<file path="config.mk">
export PLATFORM = sky130hd
export DESIGN_NAME = vga_scroll_ctrl
export DESIGN_NICKNAME = d
export VERILOG_FILES = /design/src/rtl/vga_scroll_pkg.sv /design/src/rtl/vga_cfg_sync.sv /design/src/rtl/vga_scroll_ctrl.sv
export SDC_FILE = /design/constraint.sdc
export NUM_CORES = 1
export LEC_CHECK = 0
export BUFFER_PORTS_ARGS = -buffer_cell sky130_fd_sc_hd__buf_2
export CORE_MARGIN = 2
export CORE_UTILIZATION = 50
export DETAILED_ROUTE_END_ITERATION = 12
export GPL_TIMING_DRIVEN = 0
export PLACE_DENSITY_LB_ADDON = 0.08
export SYNTH_ARGS = -nofsm -noshare
export SYNTH_HDL_FRONTEND = slang
export SYNTH_SLANG_ARGS = --single-unit
</file>
<file path="constraint.sdc">
create_clock -name clk -period 5.6 [get_ports clk]
set_clock_uncertainty 0.05 [all_clocks]
set_input_delay 0 -clock clk [delete_from_list [all_inputs] [get_ports clk]]
set_output_delay 0 -clock clk [all_outputs]
set_load 0.1 [all_outputs]
</file>
<file path="src/rtl/vga_scroll_pkg.sv">
// Shared types and constants for the VGA scroll controller.
package vga_scroll_pkg;

   typedef enum logic [1:0] {
      ST_STOP = 2'd0,
      ST_RUN  = 2'd1,
      ST_STEP = 2'd2
   } run_state_e;

   localparam logic [1:0] ADDR_SPEED_X = 2'd0;
   localparam logic [1:0] ADDR_SPEED_Y = 2'd1;
   localparam logic [1:0] ADDR_CTRL    = 2'd2;
   localparam logic [1:0] ADDR_DIV     = 2'd3;

   localparam int V_LINES_DEF = 480;

endpackage

</file>
<file path="src/rtl/vga_cfg_sync.sv">
// Two-flop synchroniser for an asynchronous strobe plus rising-edge detect.
module vga_cfg_sync (
   input  logic clk,
   input  logic rst_n,
   input  logic async_in,
   output logic rise
);

   logic s1, s2, s3;

   always_ff @(posedge clk or negedge rst_n) begin
      if (!rst_n) begin
         s1 <= 1'b0;
         s2 <= 1'b0;
         s3 <= 1'b0;
      end else begin
         s1 <= async_in;
         s2 <= s1;
         s3 <= s2;
      end
   end

   assign rise = s2 & ~s3;

endmodule

</file>
<file path="src/rtl/vga_scroll_ctrl.sv">
// Frame-synchronous scroll/pattern controller with STOP/RUN/STEP sequencing.
// Optional frame divider on addr3 enabled by defining VGA_SCROLL_FRAME_DIV_EN.
module vga_scroll_ctrl
   import vga_scroll_pkg::*;
#(
   parameter int VSYNC_ACTIVE_LOW = 1,
   parameter int V_LINES          = V_LINES_DEF
) (
   input  logic       clk,
   input  logic       rst_n,
   input  logic       vsync,
   input  logic       cfg_we,
   input  logic [1:0] cfg_addr,
   input  logic [7:0] cfg_data,
   output logic       cfg_ack,
   output logic [9:0] x_offset,
   output logic [9:0] y_offset,
   output logic [1:0] pattern_sel,
   output logic [7:0] frame_cnt,
   output logic       frame_tick,
   output logic [1:0] run_state
);

   localparam logic signed [11:0] VL = 12'(V_LINES);

   logic       cfg_rise, vs_asrt, vs_prev, boundary, step_wr, adv, div_hit;
   logic [7:0] pend_sx, pend_sy, sx_nxt, sy_nxt;
   logic [1:0] pend_pat, pat_nxt;
   logic       pend_run, run_nxt;
   logic [9:0] x_sum;
   logic signed [11:0] y_sum, y_wrap;
   run_state_e state, state_nxt;

   vga_cfg_sync u_sync (
      .clk      (clk),
      .rst_n    (rst_n),
      .async_in (cfg_we),
      .rise     (cfg_rise)
   );

   assign vs_asrt  = (VSYNC_ACTIVE_LOW != 0) ? ~vsync : vsync;
   assign boundary = vs_asrt & ~vs_prev;

   // Speeds are only consumed at boundaries, so the pending value including a
   // same-cycle write is exactly the committed value; no separate active copy.
   always_comb begin
      sx_nxt  = pend_sx;
      sy_nxt  = pend_sy;
      pat_nxt = pend_pat;
      run_nxt = pend_run;
      step_wr = 1'b0;
      if (cfg_rise) begin
         case (cfg_addr)
            ADDR_SPEED_X: sx_nxt = cfg_data;
            ADDR_SPEED_Y: sy_nxt = cfg_data;
            ADDR_CTRL: begin
               pat_nxt = cfg_data[1:0];
               run_nxt = cfg_data[2];
               step_wr = cfg_data[3];
            end
            default: ;
         endcase
      end
   end

`ifdef VGA_SCROLL_FRAME_DIV_EN
   logic [7:0] pend_div, div_nxt, div_cnt;

   always_comb begin
      div_nxt = pend_div;
      if (cfg_rise && cfg_addr == ADDR_DIV) div_nxt = cfg_data;
   end

   assign div_hit = (div_cnt == div_nxt);

   always_ff @(posedge clk or negedge rst_n) begin
      if (!rst_n) begin
         pend_div <= 8'd0;
         div_cnt  <= 8'd0;
      end else begin
         pend_div <= div_nxt;
         if (boundary) div_cnt <= (state_nxt == ST_RUN && !div_hit) ? div_cnt + 8'd1 : 8'd0;
         else if (state != ST_RUN) div_cnt <= 8'd0;
      end
   end
`else
   assign div_hit = 1'b1;
`endif

   always_comb begin
      state_nxt = state;
      case (state)
         ST_STOP: begin
            if (boundary && run_nxt) state_nxt = ST_RUN;
            else if (step_wr)        state_nxt = ST_STEP;
         end
         ST_RUN:  if (boundary && !run_nxt) state_nxt = ST_STOP;
         ST_STEP: if (boundary)             state_nxt = ST_STOP;
         default: state_nxt = ST_STOP;
      endcase
      // A boundary that commits run=1 moves offsets even when leaving STOP.
      adv = boundary && ((state == ST_STEP) || (run_nxt && div_hit));
   end

   assign x_sum  = x_offset + {{2{sx_nxt[7]}}, sx_nxt};
   assign y_sum  = $signed({2'b00, y_offset}) + $signed({{4{sy_nxt[7]}}, sy_nxt});
   assign y_wrap = (y_sum < 0) ? y_sum + VL : (y_sum >= VL) ? y_sum - VL : y_sum;

   always_ff @(posedge clk or negedge rst_n) begin
      if (!rst_n) begin
         state       <= ST_STOP;
         vs_prev     <= 1'b1;
         pend_sx     <= 8'd0;
         pend_sy     <= 8'd0;
         pend_pat    <= 2'd0;
         pend_run    <= 1'b0;
         pattern_sel <= 2'd0;
         x_offset    <= 10'd0;
         y_offset    <= 10'd0;
         frame_cnt   <= 8'd0;
         frame_tick  <= 1'b0;
         cfg_ack     <= 1'b0;
      end else begin
         state      <= state_nxt;
         vs_prev    <= vs_asrt;
         pend_sx    <= sx_nxt;
         pend_sy    <= sy_nxt;
         pend_pat   <= pat_nxt;
         pend_run   <= run_nxt;
         frame_tick <= boundary;
         cfg_ack    <= cfg_rise;
         if (boundary) begin
            pattern_sel <= pat_nxt;
            frame_cnt   <= frame_cnt + 8'd1;
         end
         if (adv) begin
            x_offset <= x_sum;
            y_offset <= y_wrap[9:0];
         end
      end
   end

   assign run_state = state;

   logic unused_ok;
   assign unused_ok = ^{cfg_data[7:4]};

endmodule

</file>
==> flow_summary.json <==
{
  "max_freq_mhz": 248,
  "grt_max_degree": 58,
  "synth_fa_ha_area_share_pct": 11.0,
  "cts-buffers-inserted": 9,
  "startpoint": "u_sync.s3$_DFF_PN0_",
  "nets": 403,
  "die_w_um": 84.2,
  "dpl_worst_slack_ns": 1.52,
  "dp_hpwl_um": 4450,
  "ys_seq_area_share_pct": 44.4,
  "muxShareOfSynthArea_pct": 9.38,
  "max_slew.worst_pin.slew_ns": 1.12,
  "final_max_slew_viol_count": 0,
  "diodes": 0,
  "htreeDepth": 3,
  "ant_nets": 0,
  "cpMostUsedCell": "mux2_2",
  "yosysUniqueCellTypes": 50,
  "layout-drive-gt1-share_pct": 27.2,
  "final.setup.tns_ns": 0,
  "io_pins": 48,
  "min_period_ns": 4.04,
  "synth_edf_count": 0,
  "period_share_pct": 72.1,
  "worstSetupPathType": "flop to flop",
  "post_drt_wl_per_cell_um": 14.1,
  "r2r_end": "y_offset[6]$_DFFE_PN0P_",
  "wl_um": 6270,
  "r2r-start": "u_sync.s3$_DFF_PN0_",
  "numPortBuffers": 47,
  "chipHeight_um": 84.2,
  "synth_compound_area_share_pct": 13.0,
  "drtIter0Drc": 76,
  "rsz0062_at_grt": "false",
  "dr.pass1.iters": 4,
  "final_common_cell": "dfrtp_1",
  "cp_max_fo": 8,
  "fin_ws_ns": 1.56,
  "setup_viol": 0,
  "final_util_pct": 61.8,
  "clockBufferDepth": 2,
  "syn2layout_area_growth_pct": 20.7,
  "vias": 2392,
  "grt.overflow.total": 0,
  "worst_ep_required_time_ns": 5.75,
  "clock_latency_ns": 0.33,
  "crit_path_end": "y_offset[6]$_DFFE_PN0P_",
  "syn_nets": 334,
  "syn-mean-instance-area_um2": 11.0,
  "cp-end-kind": "flop",
  "status": "finished, final reports clean",
  "synth_top_family_by_area": "compound AO/OA/AOI/OAI gates",
  "place_inst": 417,
  "num_rows": 29,
  "cp_num_buf_inv": 1,
  "final_cell_mix": "56 x dfrtp_1, 48 x buf_2, 26 x nand2_1, 25 x mux2_2, 25 x ha_1",
  "async_flop_share_pct": 100,
  "antenna_found_initial": 0,
  "slew_headroom_pct": 24.5,
  "post-route-drc-count": 0,
  "crit_cells": 14,
  "vias_per_cell": 5.39,
  "arrival_ns": 4.19,
  "path_cells": "nand2b_4 > nor3b_4 > mux2_2 > ha_1 > inv_1 > fa_1 > nand3b_1 > a21oi_1 > o21ai_0 > a221oi_1 > mux2_2 > a31o_1 > a31oi_1 > o21ai_1",
  "rr_worst_depth": 14,
  "synthXorXnorAreaFrac_pct": 7.82,
  "gp_congestion": 0.777,
  "clk_pin_slew_ns": 0.07,
  "final_cells": 444,
  "start_util_pct": 51.2,
  "post_cts_resized": 0,
  "synthSimpleGateAreaFrac_pct": 12.3,
  "grt_pass1_vias": 2269,
  "tritoncts": "yes",
  "synth_ff_type": "dfrtp_1",
  "grt_usage_pct": 19.0,
  "syn_inst": 293,
  "synth_warnings": 0,
  "numClockSinks": 57,
  "max-cap-violations": 0,
  "dieArea_um2": 7090,
  "hold_viol": 0,
  "synth_seq_cells": 57,
  "rrSetupSlack_ns": 1.56,
  "cp_slowest_cell": "nor3b_4",
  "crit_family": "compound AO/OA/AOI/OAI gates",
  "grt_pass1_wl_um": 10600,
  "critPathLaunchType": "flop",
  "slowest_delay_ns": 0.49,
  "coreArea_um2": 6280,
  "cts_root_buf": "clkbuf_8",
  "hold_path_class": "input port to flop",
  "synth_area_um2": 3220
}
## how the worst min path moves through the flow
stage | cells past startpoint | startpoint | endpoint | slack, ns
3_3_place_gp | 1 | cfg_we | u_sync.s1$_DFF_PN0_ | 0.06
6_report | 4 | cfg_addr[0] | run_state[1]$_DFFE_PN0P_ | 0.08
2_1_floorplan | 0 | rst_n | cfg_ack$_DFF_PN0_ | -0.35
4_1_cts | 4 | cfg_addr[0] | run_state[1]$_DFFE_PN0P_ | 0.07
5_1_grt | 4 | cfg_addr[0] | run_state[1]$_DFFE_PN0P_ | 0.12
3_5_place_dp | 1 | cfg_we | u_sync.s1$_DFF_PN0_ | 0.06
## through the flow
stage / instance area (um^2) / hold slack, ns
6_report: 3880 / 0.0824
5_1_grt: 3880 / 0.120
4_1_cts: 3880 / 0.0745
3_5_place_dp: 3550 / 0.0622
3_3_place_gp: 3550 / 0.0588
2_1_floorplan: 3220 / -0.346
## tightest hold or removal path: cells and delay by family
| family | cells | cell delay [ns] |
|---|---|---|
| AND/OR/NAND/NOR | 2 | 0.16 |
| buffers and inverters | 1 | 0.11 |
| AO/OA/AOI/OAI | 1 | 0.15 |
## cells in the mapped netlist, types with 3 or more instances
| library cell | count | area [um^2] |
|---|---|---|
| a21o_1 | 5 | 37.5 |
| a21oi_1 | 14 | 70.1 |
| a31oi_1 | 3 | 18.8 |
| and3_1 | 4 | 25.0 |
| clkbuf_1 | 4 | 15.0 |
| dfrtp_1 | 56 | 1400 |
| ha_1 | 25 | 313 |
| inv_1 | 12 | 45.0 |
| mux2_2 | 25 | 282 |
| nand2_1 | 26 | 97.6 |
| nand3b_1 | 3 | 22.5 |
| nand4_1 | 6 | 37.5 |
| nor2_1 | 9 | 33.8 |
| nor3_1 | 10 | 50.1 |
| o21a_1 | 3 | 22.5 |
| o21ai_0 | 16 | 80.1 |
| o21ai_1 | 6 | 30.0 |
| o21bai_1 | 3 | 22.5 |
| xnor2_1 | 17 | 149 |
| xor2_1 | 8 | 70.1 |
## repair_timing
item,in CTS,in global routing
buffers inserted,0,0
endpoints found under the setup margin,0,0
hold buffers,11,0
hold endpoints to repair,78,0
## layout make-up
cell class | count | area (um^2)
buffer | 6 | 25.0
clock buffer | 11 | 141
clock inverter | 5 | 78.8
fill | 525 | 2400
inverter | 12 | 45.0
multi-input combinational | 218 | 1720
sequential | 57 | 1430
tap | 77 | 96.3
timing repair buffer | 58 | 348
## registers in the layout, indices dropped and copies added (netlist names)
register	flops
frame_cnt	8
u_sync.s1	1
pattern_sel	2
pend_sy	8
cfg_ack	1
frame_tick	1
pend_run	1
pend_sx	8
y_offset	10
pend_pat	2
u_sync.s3	1
run_state	2
vs_prev	1
x_offset	10
u_sync.s2	1
## cell families (layout without fill, tap and decap cells)
| kind of cell | Yosys count | in the layout |
|---|---|---|
| DFF | 57 | 57 |
| xor gates and xnor gates | 27 | 27 |
| buffers and inverters | 18 | 92 |
| AOI/OAI and AO/OA | 64 | 64 |
| and+or+nand+nor | 73 | 73 |
| adders and majority gates | 27 | 27 |
| muxes | 27 | 27 |
## layer usage
metal	share of wire (%)	up-vias	wire length [um]	global-route usage [%]
li1	-	1194	-	-
met1	51	1150	3190	26.1
met2	44	40	2780	29.5
met3	3.3	8	206	3.64
met4	1.5	0	91	7.92
met5	0	-	0	0
Power is left out: the tool's default activity adds up to more than one toggle a clock period on the data nets, which glitch-free logic cannot reach.
